`config.mk`:
```
export PLATFORM = sky130hd
export DESIGN_NAME = sram_axi_bridge
export DESIGN_NICKNAME = d
export VERILOG_FILES = /design/src/rtl/sram_axi_bridge_pkg.sv /design/src/rtl/sram_axi_bridge_rd_ctrl.sv /design/src/rtl/sram_axi_bridge.sv
export SDC_FILE = /design/constraint.sdc
export NUM_CORES = 1
export LEC_CHECK = 0
export ABC_AREA = 1
export CORE_AREA = 2 2 165 167
export DETAILED_ROUTE_END_ITERATION = 16
export DIE_AREA = 0 0 167 169
export GPL_TIMING_DRIVEN = 0
export PLACE_DENSITY = 0.54
export SYNTH_ARGS = -nofsm -noshare
export SYNTH_HDL_FRONTEND = slang
export SYNTH_HIERARCHICAL = 1
export SYNTH_SLANG_ARGS = --single-unit
```
`constraint.sdc`:
```
create_clock -name clk -period 2.6 [get_ports clk]
set_input_delay 0.52 -clock clk [delete_from_list [all_inputs] [get_ports clk]]
set_output_delay 0.52 -clock clk [all_outputs]
set_load 0.1 [all_outputs]
```
`src/rtl/sram_axi_bridge_pkg.sv`:
```
// sram_axi_bridge_pkg
//   Shared definitions for the SRAM-to-AXI3 bridge: default AXI IDs, the
//   read/write FSM state encodings, the fixed AXI attribute values driven on
//   every transaction, and the SRAM-size to AXI-size conversion.
package sram_axi_bridge_pkg;

    localparam logic [3:0] INST_ID_DEF    = 4'd0;
    localparam logic [3:0] DATA_ID_DEF    = 4'd1;

    // Single-beat INCR transactions, normal access, no caching hints.
    localparam logic [7:0] AXI_LEN_SINGLE = 8'd0;
    localparam logic [1:0] AXI_BURST_INCR = 2'b01;
    localparam logic [1:0] AXI_LOCK_NONE  = 2'b00;
    localparam logic [3:0] AXI_CACHE_NONE = 4'b0000;
    localparam logic [2:0] AXI_PROT_NONE  = 3'b000;

    typedef enum logic [1:0] {
        R_IDLE = 2'd0,
        R_AR   = 2'd1,
        R_R    = 2'd2
    } rd_state_t;

    typedef enum logic [1:0] {
        W_IDLE = 2'd0,
        W_AW   = 2'd1,
        W_B    = 2'd2
    } wr_state_t;

    // SRAM size encodes bytes as 2^size, same as AXI; AXI just has one more bit.
    function automatic logic [2:0] axi_size(input logic [1:0] size);
        return {1'b0, size};
    endfunction

endpackage

```
`src/rtl/sram_axi_bridge_rd_ctrl.sv`:
```
// axi_rd_ctrl
//   AR/R channel controller with instruction/data read arbitration.
//   One read outstanding at a time. Data reads win over instruction reads;
//   data reads additionally wait for the write path to be idle so a load can
//   never overtake an earlier store.
// Ports:
//   clk, reset                  clock, async active-high reset
//   inst_req/addr/size          instruction read request
//   data_req/wr/addr/size       data request (only reads are taken here)
//   w_idle                      write path has nothing in flight
//   inst_addr_ok, data_addr_ok  same-cycle acceptance strobes
//   data_busy                   a data read is outstanding
//   arid/araddr/arsize/arvalid/arready   AXI AR channel (subset)
//   rid/rvalid/rready           AXI R channel handshake
//   inst_data_ok, data_data_ok  read completion strobes, routed by rid
module axi_rd_ctrl
    import sram_axi_bridge_pkg::*;
#(
    parameter logic [3:0] INST_ID = 4'd0,
    parameter logic [3:0] DATA_ID = 4'd1
) (
    input  logic        clk,
    input  logic        reset,
    input  logic        inst_req,
    input  logic [31:0] inst_addr,
    input  logic [1:0]  inst_size,
    input  logic        data_req,
    input  logic        data_wr,
    input  logic [31:0] data_addr,
    input  logic [1:0]  data_size,
    input  logic        w_idle,
    output logic        inst_addr_ok,
    output logic        data_addr_ok,
    output logic        data_busy,
    output logic [3:0]  arid,
    output logic [31:0] araddr,
    output logic [2:0]  arsize,
    output logic        arvalid,
    input  logic        arready,
    input  logic [3:0]  rid,
    input  logic        rvalid,
    output logic        rready,
    output logic        inst_data_ok,
    output logic        data_data_ok
);

    rd_state_t   state, state_nx;
    logic        data_rd_req;
    logic        take_data;
    logic        take_inst;
    logic        is_data_q;
    logic        arvalid_q;
    logic        rready_q;
    logic [31:0] araddr_q;
    logic [2:0]  arsize_q;

    always_comb begin
        data_rd_req = data_req & ~data_wr;
        take_data   = 1'b0;
        take_inst   = 1'b0;
        state_nx    = state;
        case (state)
            R_IDLE: begin
                take_data = data_rd_req & w_idle;
                // Any pending data read, even one held off by a store, blocks
                // the instruction side this cycle.
                take_inst = inst_req & ~data_rd_req;
                if (take_data || take_inst) state_nx = R_AR;
            end
            R_AR:    if (arready) state_nx = R_R;
            R_R:     if (rvalid)  state_nx = R_IDLE;
            default: state_nx = R_IDLE;
        endcase
    end

    always_ff @(posedge clk or posedge reset) begin
        if (reset) begin
            state     <= R_IDLE;
            arvalid_q <= 1'b0;
            rready_q  <= 1'b0;
            is_data_q <= 1'b0;
            araddr_q  <= 32'd0;
            arsize_q  <= 3'd0;
        end else begin
            state     <= state_nx;
            arvalid_q <= (state_nx == R_AR);
            rready_q  <= (state_nx == R_R);
            if (take_data) begin
                is_data_q <= 1'b1;
                araddr_q  <= data_addr;
                arsize_q  <= axi_size(data_size);
            end else if (take_inst) begin
                is_data_q <= 1'b0;
                araddr_q  <= inst_addr;
                arsize_q  <= axi_size(inst_size);
            end
        end
    end

    assign inst_addr_ok = take_inst;
    assign data_addr_ok = take_data;
    assign data_busy    = (state != R_IDLE) & is_data_q;
    assign arid         = is_data_q ? DATA_ID : INST_ID;
    assign araddr       = araddr_q;
    assign arsize       = arsize_q;
    assign arvalid      = arvalid_q;
    assign rready       = rready_q;
    assign data_data_ok = rready_q & rvalid & (rid == DATA_ID);
    assign inst_data_ok = rready_q & rvalid & (rid != DATA_ID);

endmodule

```
`src/rtl/sram_axi_bridge.sv`:
```
// sram_axi_bridge
//   Merges the core's instruction and data SRAM-like ports onto one AXI3
//   master. One read and one write may be outstanding; the write path (AW/W/B)
//   lives here, the read path in axi_rd_ctrl.
// Ports:
//   clk, reset                  clock, async active-high reset
//   inst_sram_*                 instruction request/response (writes ignored)
//   data_sram_*                 data request/response
//   ar*/r*                      AXI read address / read data channels
//   aw*/w*/b*                   AXI write address / write data / response
module sram_axi_bridge
    import sram_axi_bridge_pkg::*;
#(
    parameter logic [3:0] INST_ID = 4'd0,
    parameter logic [3:0] DATA_ID = 4'd1
) (
    input  logic        clk,
    input  logic        reset,
    input  logic        inst_sram_req,
    input  logic        inst_sram_wr,
    input  logic [1:0]  inst_sram_size,
    input  logic [3:0]  inst_sram_wstrb,
    input  logic [31:0] inst_sram_addr,
    input  logic [31:0] inst_sram_wdata,
    output logic        inst_sram_addr_ok,
    output logic        inst_sram_data_ok,
    output logic [31:0] inst_sram_rdata,
    input  logic        data_sram_req,
    input  logic        data_sram_wr,
    input  logic [1:0]  data_sram_size,
    input  logic [3:0]  data_sram_wstrb,
    input  logic [31:0] data_sram_addr,
    input  logic [31:0] data_sram_wdata,
    output logic        data_sram_addr_ok,
    output logic        data_sram_data_ok,
    output logic [31:0] data_sram_rdata,
    output logic [3:0]  arid,
    output logic [31:0] araddr,
    output logic [7:0]  arlen,
    output logic [2:0]  arsize,
    output logic [1:0]  arburst,
    output logic [1:0]  arlock,
    output logic [3:0]  arcache,
    output logic [2:0]  arprot,
    output logic        arvalid,
    input  logic        arready,
    input  logic [3:0]  rid,
    input  logic [31:0] rdata,
    input  logic [1:0]  rresp,
    input  logic        rlast,
    input  logic        rvalid,
    output logic        rready,
    output logic [3:0]  awid,
    output logic [31:0] awaddr,
    output logic [7:0]  awlen,
    output logic [2:0]  awsize,
    output logic [1:0]  awburst,
    output logic [1:0]  awlock,
    output logic [3:0]  awcache,
    output logic [2:0]  awprot,
    output logic        awvalid,
    input  logic        awready,
    output logic [3:0]  wid,
    output logic [31:0] wdata,
    output logic [3:0]  wstrb,
    output logic        wlast,
    output logic        wvalid,
    input  logic        wready,
    input  logic [3:0]  bid,
    input  logic [1:0]  bresp,
    input  logic        bvalid,
    output logic        bready
);

    wr_state_t   w_state, w_state_nx;
    logic        w_idle;
    logic        wr_take;
    logic        rd_data_busy;
    logic        rd_data_addr_ok;
    logic        rd_data_ok;
    logic        awvalid_q, wvalid_q, bready_q;
    logic [31:0] awaddr_q, wdata_q;
    logic [2:0]  awsize_q;
    logic [3:0]  wstrb_q;

    // Inputs the bridge deliberately ignores (no error reporting, no inst
    // writes, single-beat bursts only).
    logic unused_ok;
    assign unused_ok = ^{inst_sram_wr, inst_sram_wstrb, inst_sram_wdata,
                         rresp, rlast, bid, bresp};

    axi_rd_ctrl #(
        .INST_ID (INST_ID),
        .DATA_ID (DATA_ID)
    ) u_rd_ctrl (
        .clk          (clk),
        .reset        (reset),
        .inst_req     (inst_sram_req),
        .inst_addr    (inst_sram_addr),
        .inst_size    (inst_sram_size),
        .data_req     (data_sram_req),
        .data_wr      (data_sram_wr),
        .data_addr    (data_sram_addr),
        .data_size    (data_sram_size),
        .w_idle       (w_idle),
        .inst_addr_ok (inst_sram_addr_ok),
        .data_addr_ok (rd_data_addr_ok),
        .data_busy    (rd_data_busy),
        .arid         (arid),
        .araddr       (araddr),
        .arsize       (arsize),
        .arvalid      (arvalid),
        .arready      (arready),
        .rid          (rid),
        .rvalid       (rvalid),
        .rready       (rready),
        .inst_data_ok (inst_sram_data_ok),
        .data_data_ok (rd_data_ok)
    );

    assign w_idle = (w_state == W_IDLE);

    always_comb begin
        wr_take    = 1'b0;
        w_state_nx = w_state;
        case (w_state)
            W_IDLE: begin
                wr_take = data_sram_req & data_sram_wr & ~rd_data_busy;
                if (wr_take) w_state_nx = W_AW;
            end
            // AW and W complete independently; move on once neither is pending.
            W_AW: if ((~awvalid_q | awready) && (~wvalid_q | wready)) w_state_nx = W_B;
            W_B:     if (bvalid) w_state_nx = W_IDLE;
            default: w_state_nx = W_IDLE;
        endcase
    end

    always_ff @(posedge clk or posedge reset) begin
        if (reset) begin
            w_state   <= W_IDLE;
            awvalid_q <= 1'b0;
            wvalid_q  <= 1'b0;
            bready_q  <= 1'b0;
            awaddr_q  <= 32'd0;
            awsize_q  <= 3'd0;
            wdata_q   <= 32'd0;
            wstrb_q   <= 4'd0;
        end else begin
            w_state  <= w_state_nx;
            bready_q <= (w_state_nx == W_B);
            case (w_state)
                W_IDLE: begin
                    awvalid_q <= wr_take;
                    wvalid_q  <= wr_take;
                    if (wr_take) begin
                        awaddr_q <= data_sram_addr;
                        awsize_q <= axi_size(data_sram_size);
                        wdata_q  <= data_sram_wdata;
                        wstrb_q  <= data_sram_wstrb;
                    end
                end
                W_AW: begin
                    awvalid_q <= awvalid_q & ~awready;
                    wvalid_q  <= wvalid_q & ~wready;
                end
                default: begin
                    awvalid_q <= 1'b0;
                    wvalid_q  <= 1'b0;
                end
            endcase
        end
    end

    assign data_sram_addr_ok = rd_data_addr_ok | wr_take;
    // Only one data transaction is ever outstanding, so these never collide.
    assign data_sram_data_ok = rd_data_ok | (bready_q & bvalid);
    assign inst_sram_rdata   = rdata;
    assign data_sram_rdata   = rdata;

    assign arlen   = AXI_LEN_SINGLE;
    assign arburst = AXI_BURST_INCR;
    assign arlock  = AXI_LOCK_NONE;
    assign arcache = AXI_CACHE_NONE;
    assign arprot  = AXI_PROT_NONE;

    assign awid    = DATA_ID;
    assign awaddr  = awaddr_q;
    assign awlen   = AXI_LEN_SINGLE;
    assign awsize  = awsize_q;
    assign awburst = AXI_BURST_INCR;
    assign awlock  = AXI_LOCK_NONE;
    assign awcache = AXI_CACHE_NONE;
    assign awprot  = AXI_PROT_NONE;
    assign awvalid = awvalid_q;

    assign wid     = DATA_ID;
    assign wdata   = wdata_q;
    assign wstrb   = wstrb_q;
    assign wlast   = 1'b1;
    assign wvalid  = wvalid_q;
    assign bready  = bready_q;

endmodule
```
; ---- Yosys cells after proc, flatten, opt, wreduce, memory -nomap -nowiden
; Index checks and enable logic that the tools add are counted.
[word_totals]
regBits = 115
out_inout_bits = 230
word_cells = 73
[classes]
n_eq_ne = 9
mux = 20
bitwise = 23
n_reduce_logical = 7
[op_table]
columns = cell, count
row1 = two-way mux 32 bit, 2
row2 = bitwise AND 1 bit, 12
row3 = two-way mux 2 bit, 6
row4 = one-hot mux 2 bit (3 select lines), 2
row5 = equality test 2 bit (second input constant), 4
row6 = inverter 1 bit, 7
row7 = equality test 2 x 1 -> 1 bit (second input constant), 3
row8 = two-way mux 1 bit, 6
row9 = two-way mux 3 bit, 2
row10 = equality test 4 x 1 -> 1 bit (second input constant), 1
row11 = logical NOT 2 bit, 2
row12 = != test 4 x 1 -> 1 bit (second input constant), 1
row13 = bitwise OR 1 bit, 4
row14 = one-hot mux 1 bit (2 select lines), 2
row15 = nonzero test 2 bit, 2
row16 = AND reduction 2 bit, 1
row17 = logical AND 1 bit, 1
row18 = logical OR 1 bit, 1

; ---- Logic depth before layout (Yosys ltp)
; Gate-level depths: netlist of the first run.
[depth]
depth_word = 8
mapped_depth = 10
depth_no_buf = 7

; ---- Cells and area by module
; The synthesis of the first run kept the hierarchy.
[modules_own_cells]
columns = mod, n_inst, cells_per_inst, area_per_inst_um2, seq_area_each_um2
row1 = sram_axi_bridge, 1, 444, 3853.7, 1876.8
row2 = axi_rd_ctrl, 1, 334, 2323.5, 975.9

; ---- Worst setup path after synthesis of the first run
; No wires, ideal clock.
[synth_path]
path_type = register to output
startpoint = register u_rd_ctrl.rready_q, in the netlist u_rd_ctrl/rready
endpoint = output port inst_sram_data_ok
arrival_ns = 2.554
slack_ns = -0.474
stages_incl_launch_ff = 3
cell_sequence = dfrtp_1 > nand2_1 > a21oi_1
[synth_via]
elab_chain_cells = 2
[synth_lines]
columns = item, line
row1 = from (decl), sram_axi_bridge_rd_ctrl.sv:53  ; logic rready_q;
row2 = from (signal assigned), sram_axi_bridge_rd_ctrl.sv:87  ; rready_q <= (state_nx == R_R);
row3 = bitwise AND 1 bit (2 in a row), sram_axi_bridge_rd_ctrl.sv:109  ; assign inst_data_ok = rready_q & rvalid & (rid != DATA_ID);
row4 = to (decl), sram_axi_bridge.sv:26  ; output logic inst_sram_data_ok,
; Every way passes these cells.

; ---- Final worst setup path of the first run
[layout_path]
startpoint = input port data_sram_wr
endpoint = output port inst_sram_addr_ok
[layout_via]
elab_chain_cells = 5
[layout_lines]
columns = item, line
row1 = from (decl), sram_axi_bridge.sv:29  ; input logic data_sram_wr,
row2 = inverter 1 bit, sram_axi_bridge_rd_ctrl.sv:58  ; data_rd_req = data_req & ~data_wr;
row3 = bitwise AND 1 bit, sram_axi_bridge_rd_ctrl.sv:58
row4 = inverter 1 bit, sram_axi_bridge_rd_ctrl.sv:67  ; take_inst = inst_req & ~data_rd_req;
row5 = bitwise AND 1 bit, sram_axi_bridge_rd_ctrl.sv:67
row6 = two-way mux 1 bit, sram_axi_bridge_rd_ctrl.sv:62  ; case (state)
row7 = to (decl), sram_axi_bridge.sv:25  ; output logic inst_sram_addr_ok,
; Every way passes these cells.

==> flow_summary.toml, run 1 <==
[sta]
rsz0062_at_grt = "no"
setup_ws_ps = 78.3
finalSetupViolCount = 0
max-slew-margin-rel_pct = 29.8
min_period_over_period_pct = 97.0
clock_skew_ps = 12.6
max_slew.worst_pin.slew_ps = 1050
period_minus_slack_ps = 2520
hold_viol_final = 0
max_freq_ghz = 0.397
maxSlewViolCount = 0

[final_layout]
area_growth_syn_to_layout_pct = 70.0
drive_gt1_share_pct = 17.5
layoutNonFillerInstCount = 1506
diodes = 0
final_util_pct = 39.6
final_nets = 1348

[clock_network]
cts_max_path_buffers = 2
cts_buffers = 17
clk-insertion-delay-late_ps = 420
htree_levels = 4
cts_tree = "done"
ctsRootBufferMaster = "clkbuf_16"
ctsHoldBuffers = 0
clock_sinks = 114
cts.clk_slew.worst_paths_ps = 60

[critical_path]
cp-startpoint = "data_sram_wr"
path_class = "input port to primary output"
cp_top_family = "buffers and inverters"
worst-path-stages = 6
cp-endpoint = "inst_sram_addr_ok"
worstPathBufferInverterCount = 4
r2r_slack_ps = 710
rr_worst_depth = 8
cp-end-kind = "primary output"
cp.required_ps = 2080
cp_cell_sequence = "clkdlybuf4s50_1, inv_1, nand2_1, nand3_2, inv_1, clkdlybuf4s15_2"
reg2reg_from = "u_rd_ctrl/state[0]$_DFF_PP0_"
rr_endpoint = "awaddr[15]$_DFFE_PP0P_"
cp_slowest_stage_delay_ps = 570
cp_max_fo = 3
cp-start-kind = "input port"
cpMostUsedCell = "inv_1"
crit_slowest_cell = "clkdlybuf4s15_2"
arrival_ps = 2000

[yosys]
synth_fa_ha_area_share_pct = 0
synthTopCellsByCount = "nand2_1 (256), buf_4 (125), dfrtp_1 (114)"
synth_seq_area_share_pct = 46.2
synth_xor_area_share_pct = 0
async_flop_share_pct = 100
synth_area_sq_um = 6180
synth_simple_gate_area_share_pct = 29.5
synth-compound-area-share_pct = 0.689
syn_avg_cell_area_sq_um = 7.94
synth-edff-count = 0
synth_top_family_by_area = "simple AND/OR/NAND/NOR gates"
ys_types = 23
syn_inst = 778
synth.top_cell.area_share_pct = 46.2
synth_seq_cells = 114
yosysTopAreaCell = "dfrtp_1"
yosys-top-cells-area = "dfrtp_1 (46%), nand2_1 (16%), buf_4 (15%)"
synthFlopType = "dfrtp_1"
yosys_warnings = 6
yosys.cell_count.top_type = "nand2_1"
synth_mux_area_share_pct = 0

[placed_design]
io_buffer_count = 295
gp_congestion = 0.764
dp.cells = 1465
hpwl_mm = 17.7
pre_cts_slack_ps = -1230

[routing]
drt-wirelength-per-cell_microns = 15.1
routed_wl_mm = 22.7
detail_route.drc_violations = 0
drt_iter0_markers = 225
first_pass_iters = 5
antenna_left = 0
vias_per_cell = 3.90
vias = 5879

[global_route]
antenna_found_initial = 0
grt_pass1_wl_mm = 34.0
grt_use_total_pct = 15.7
grt-ovfl-total = 0
grt_pass1_vias = 5788
grt_max_degree = 60

[die]
die_w_microns = 167
die_y_microns = 169
die-area_sq_um = 28200
coreArea_sq_um = 26500
rows = 60
boundaryPins = 426
initial_core_util_pct = 23.3

[status]
status = "completed"

[hold_path]
hold_path.class = "input port to async pin"

[flow_run]
max_cap_violations = 0
==> timing repair <==
action                                  4_1_cts  5_1_grt
setup buffers                                 2        9
gates cloned                                  0        1
pin swaps                                     2        2
endpoints found under the setup margin        4        2
gates resized for setup                      23        5
==> through the flow <==
stage          TNS [ps]  cell area [sq um]  hold slack (ps)
2_1_floorplan         0               6370              516
3_3_place_gp    -110570               9750              453
3_5_place_dp      -2530               9800              458
4_1_cts            -176              10400              427
5_1_grt               0              10500              452
6_report              0              10500              440
==> registers in the layout, indices dropped and copies added, names as in the netlist <==
signal / flops
awaddr: 32
u_rd_ctrl/araddr: 32
wdata: 32
wstrb: 4
awsize: 2
u_rd_ctrl/arsize: 2
u_rd_ctrl/state: 2
w_state: 2
awvalid: 1
bready: 1
u_rd_ctrl/arvalid: 1
u_rd_ctrl/is_data_q: 1
u_rd_ctrl/rready: 1
wvalid: 1
==> cell usage in the layout, fill, tap and decap left out <==
master / count
clkbuf_1: 10
a21o_1: 1
nand4_1: 34
o21ai_1: 4
nor2_4: 4
buf_1: 5
inv_4: 2
inv_1: 78
nor2_1: 9
nand3_1: 104
nand2_1: 255
a21oi_1: 2
buf_4: 133
conb_1: 52
nand3_4: 1
buf_16: 2
buf_12: 2
nand3_2: 1
buf_6: 10
inv_8: 1
clkdlybuf4s15_2: 2
buf_2: 9
clkbuf_16: 18
clkinvlp_4: 4
clkinv_4: 1
a21oi_2: 1
nand2_4: 1
bufinv_16: 1
clkinv_2: 1
nand2_2: 1
clkdlybuf4s50_1: 291
nand3b_1: 2
inv_2: 2
dfrtp_1: 114
inv_6: 7
==> kinds of logic (layout without fill, tap and decap cells) <==
| group | after synthesis | in the layout |
|---|---|---|
| flip-flops | 114 | 114 |
| buffers and inverters | 241 | 579 |
| other | 3 | 52 |
| AND/OR/NAND/NOR | 412 | 412 |
| AO/OA/AOI/OAI | 8 | 8 |
==> layer usage <==
metal	part of all wire, %	track usage [%]
met3	6.8	4.56
met4	0.77	3.64
met2	50	27.1
met1	42	19.4
met5	0	0
==> area by class of cell <==
class	count	area, sq um
timing repair buffer	309	3120
clock buffer	17	425
multi-input combinational	472	2070
tap	341	427
inverter	82	313
fill	2723	16000
buffer	156	1140
clock inverter	15	146
sequential	114	2850
==> worst reg2reg max path: stages, from the launching register on <==
cell and delay (ps):
dfrtp_1 410, nor2_4 180, buf_12 140, nor2_1 60, nor2_4 110, buf_4 210, clkbuf_1 470, nand3_1 140
nand2_1 100
==> worst min path at each step <==
stage                                         start                               to  slack [ps]  cells after the start
detailed placement            awaddr[3]$_DFFE_PP0P_            awaddr[3]$_DFFE_PP0P_         460                      2
CTS                                           reset                 wvalid$_DFF_PP0_         430                      2
global route                                  reset                 wvalid$_DFF_PP0_         450                      2
finish                                        reset           awaddr[22]$_DFFE_PP0P_         440                      2
floorplan           u_rd_ctrl/is_data_q$_DFFE_PP0P_  u_rd_ctrl/is_data_q$_DFFE_PP0P_         520                      2
global placement               wdata[7]$_DFFE_PP0P_             wdata[7]$_DFFE_PP0P_         450                      2
Power of run 1 is not shown: default switching activity piles up to over one toggle a cycle in this logic, so the estimate is an artifact.
==> run 2, diff against run 1 <==
Settings changed: CTS_CLUSTER_DIAMETER set to 150, MAX_ROUTING_LAYER set to met4.
==> run 2 against run 1 <==
Sequential share of layout area is the same. Register-to-register slack better by 30 ps. Count of clock-buffer cells in the layout stayed put. Non-clock buffer count unchanged. Utilization unchanged. Via count rose by 0.27%. Clock skew down 1.4 ps. Maximum frequency is 0.14% higher. First-iteration DRC count is 1.3% lower. Global-route usage up 0.47 points. Final area unchanged.
==> flow_summary.toml, run 2 (same netlist as run 1, synthesis figures left out) <==
[routing]
first_pass_iters = 4
drt-wirelength-per-cell_microns = 15.1
antenna_left = 0
routed_wl_mm = 22.7
vias = 5895
vias_per_cell = 3.91
drt_iter0_markers = 222
detail_route.drc_violations = 0

[sta]
hold_viol_final = 0
min_period_over_period_pct = 96.8
max_freq_ghz = 0.397
rsz0062_at_grt = "no"
period_minus_slack_ps = 2520
clock_skew_ps = 11.3
maxSlewViolCount = 0
max_slew.worst_pin.slew_ps = 1060
max-slew-margin-rel_pct = 29.2
finalSetupViolCount = 0

[critical_path]
cp.required_ps = 2080
path_class = "input port to primary output"
arrival_ps = 2000
cp-start-kind = "input port"
cp-end-kind = "primary output"
cp_max_fo = 3
rr_worst_depth = 8

[clock_network]
cts_tree = "done"
cts_max_path_buffers = 2
cts.clk_slew.worst_paths_ps = 60
cts_buffers = 17
ctsRootBufferMaster = "clkbuf_16"
clk-insertion-delay-late_ps = 420
htree_levels = 4
ctsHoldBuffers = 0
clock_sinks = 114

[final_layout]
layoutNonFillerInstCount = 1506
final_common_cell = "clkdlybuf4s50_1"
diodes = 0
area_growth_syn_to_layout_pct = 70.0
fillers = 2723
mostFrequentLayoutCells = "clkdlybuf4s50_1 (291), nand2_1 (255), buf_4 (133)"
multiInputGateArea_sq_um = 2070
seqCellArea_sq_um = 2850
drive_gt1_share_pct = 17.5
final_nets = 1348

[flow_run]
max_cap_violations = 0

[global_route]
antenna_found_initial = 0
grt_use_total_pct = 16.2
grt_pass1_wl_mm = 33.9
grt_pass1_vias = 5794
grt_max_degree = 60
grt-ovfl-total = 0

[die]
die_y_microns = 169
die_w_microns = 167
initial_core_util_pct = 23.3
rows = 60
boundaryPins = 426
die-area_sq_um = 28200
coreArea_sq_um = 26500

[placed_design]
dp.cells = 1465
hpwl_mm = 17.7
gp_congestion = 0.774
io_buffer_count = 295

[status]
status = "completed"

[hold_path]
hold_path.class = "input port to async pin"
## run 2: cell counts in the layout (fill, tap and decap cells not counted)
Identical to the previous run, type by type.
## run 2: final timing paths
check                                             start                      to  slack, ps
max                                        data_sram_wr       inst_sram_addr_ok         80
min                                               reset  awaddr[22]$_DFFE_PP0P_        440
max reg2reg                u_rd_ctrl/state[0]$_DFF_PP0_  awaddr[11]$_DFFE_PP0P_        740
min reg2reg                       wdata[25]$_DFFE_PP0P_   wdata[25]$_DFFE_PP0P_        470
max in group asynchronous                         reset  awaddr[15]$_DFFE_PP0P_       1540
min in group clk                  wdata[25]$_DFFE_PP0P_   wdata[25]$_DFFE_PP0P_        470
## run 2: critical path: stages
cell	delay, ps
clkdlybuf4s50_1	540
inv_1	60
nand2_1	100
nand3_2	100
inv_1	90
clkdlybuf4s15_2	570
## run 2: cell type report
cell class                      count  share of cell area, %
Inverter                           82                   2.98
Sequential cell                   114                   27.2
Timing Repair Buffer              309                   29.7
Tap cell                          341                   4.06
Buffer                            156                   10.9
Clock inverter                     15                   1.39
Multi-Input combinational cell    472                   19.7
Clock buffer                       17                   4.05
## run 2: repair_timing
action                                  4_1_cts  5_1_grt
cloned                                        0        1
pin swaps                                     2        2
gates resized for setup                      23        5
endpoints found under the setup margin        4        2
setup buffers                                 2        9
## run 2: per-stage QoR
step	area (sq um)	setup WS (ps)	hold WS, ps	utilization (%)	TNS, ps
after floorplan	6370	127	516	-	0
after global placement	9750	-1450	453	36.8	-110570
after detailed placement	9800	-1230	458	37.0	-2530
after CTS	10400	-176	427	39.3	-176
after global routing	10500	24.0	451	39.6	0
final	10500	82.0	441	39.6	0
## run 2: layer usage
| layer | track usage [%] | wire (microns) |
|---|---|---|
| met1 | 19.9 | 9670 |
| met2 | 27.0 | 11300 |
| met3 | 4.00 | 1510 |
| met4 | 3.64 | 176 |
| met5 | - | 0 |
Power of run 2 is left out for the same reason.
==> run 3, diff against run 2 <==
Clock period 2.6 ns to 2.65 ns, I/O delays scaled along.
==> run 3 against run 2 <==
Final area fell by 0.70%. Flip-flop and latch count stayed put. Setup slack got worse by 20 ps. Non-clock buffer count down 7. Worst hold slack better by 8.2 ps. Via count is 0.31% lower. Sequential share of layout area rose by 0.19 points. Critical path depth grew 3.
==> flow_summary.toml, run 3 (same netlist as run 1, synthesis figures left out) <==
[global_route]
grt-ovfl-total = 0
grt_max_degree = 60
antenna_found_initial = 0
grt_pass1_vias = 5794
grt_use_total_pct = 16.2
grt_pass1_wl_mm = 33.9

[sta]
max-slew-margin-rel_pct = 29.1
hold_viol_final = 0
maxSlewViolCount = 0
period_minus_slack_ps = 2590
rsz0062_at_grt = "yes"
finalSetupViolCount = 0
setup_ws_ps = 62.5
min_period_over_period_pct = 97.6
clock_skew_ps = 11.6
max_freq_ghz = 0.386
max_slew.worst_pin.slew_ps = 1060

[critical_path]
cp_top_family = "buffers and inverters"
path_class = "register to primary output"
cp-startpoint = "u_rd_ctrl/state[0]$_DFF_PP0_"
worstPathBufferInverterCount = 4
cp-end-kind = "primary output"
rr_worst_depth = 8
cp.required_ps = 2120
reg2reg_from = "u_rd_ctrl/state[0]$_DFF_PP0_"
cp_cell_sequence = "nor2_4, buf_12, nor2_1, nor2_4, nand2_1, buf_6, buf_6, nand2_2, buf_12"
crit_slowest_cell = "dfrtp_1"
cp_max_fo = 19
cp_slowest_stage_delay_ps = 410
arrival_ps = 2060
cp-start-kind = "register"
worst-path-stages = 9

[die]
initial_core_util_pct = 23.3
coreArea_sq_um = 26500
boundaryPins = 426
rows = 60
die_w_microns = 167
die-area_sq_um = 28200
die_y_microns = 169

[final_layout]
postLayoutCellArea_sq_um = 10400
area_growth_syn_to_layout_pct = 68.8
final_nets = 1341
drive_gt1_share_pct = 17.0
diodes = 0
final_common_cell = "clkdlybuf4s50_1"
mostFrequentLayoutCells = "clkdlybuf4s50_1 (291), nand2_1 (255), buf_4 (128)"

[clock_network]
ctsHoldBuffers = 0
cts.clk_slew.worst_paths_ps = 60
ctsRootBufferMaster = "clkbuf_16"
cts_buffers = 17
clk-insertion-delay-late_ps = 420
htree_levels = 4
cts_tree = "done"
cts_max_path_buffers = 2
clock_sinks = 114

[routing]
routed_wl_mm = 22.7
drt-wirelength-per-cell_microns = 15.1
drt_iter0_markers = 274
vias_per_cell = 3.92
vias = 5877
first_pass_iters = 5
detail_route.drc_violations = 0
antenna_left = 0

[placed_design]
placedInstanceArea_sq_um = 9800
pre_cts_slack_ps = -1190
io_buffer_count = 295
gp_congestion = 0.774
hpwl_mm = 17.7

[flow_run]
max_cap_violations = 0

[hold_path]
hold_path.class = "input port to async pin"

[status]
status = "completed"
[run 3: cell count changes in the layout (fill, tap and decap cells not counted), sizes merged]
cell | before | now
buf | 161 | 154
[run 3: routing by layer]
metal,up-vias,track usage [%],routed length (microns),share of wire [%]
met5,-,-,0,0
met4,0,3.64,176,0.78
met3,8,4.00,1430,6.3
met2,223,27.0,11400,50
met1,2650,19.9,9700,43
li1,2996,-,-,-
[run 3: cell type report]
class / instances / area [sq um]
fillers: 2728 / 16100
repair buffers: 302 / 3050
flip-flops and latches: 114 / 2850
multi-input cells: 472 / 2070
plain buffers: 156 / 1140
well taps: 341 / 427
clock buffers: 17 / 425
inverters: 82 / 313
clock inverters: 15 / 146
[run 3: repair_timing]
| item | CTS | global route |
|---|---|---|
| setup buffers | 2 | 3 |
| setup endpoints to repair | 4 | 2 |
| pin swaps | 2 | 2 |
| resized for setup | 22 | 3 |
[run 3: path summary, 6_finish.rpt]
path	to	slack [ps]
setup / recovery	data_sram_addr_ok	60
max in group asynchronous	awaddr[15]$_DFFE_PP0P_	1580
hold reg to reg	wdata[25]$_DFFE_PP0P_	470
hold / removal	awaddr[22]$_DFFE_PP0P_	450
setup reg to reg	awaddr[11]$_DFFE_PP0P_	670
min in group clk	wdata[25]$_DFFE_PP0P_	470
[run 3: through the flow]
step                utilization [%]  hold slack, ps  instances  setup TNS, ps
detailed placement             37.0             458       1465          -2400
CTS                            39.3             437       1498           -136
floorplan                         -             516        827              0
global route                   39.4             461       1499          -22.4
finish                         39.4             449       1499              0
global placement               36.8             453       1463        -107440
Power of run 3 is left out for the same reason.
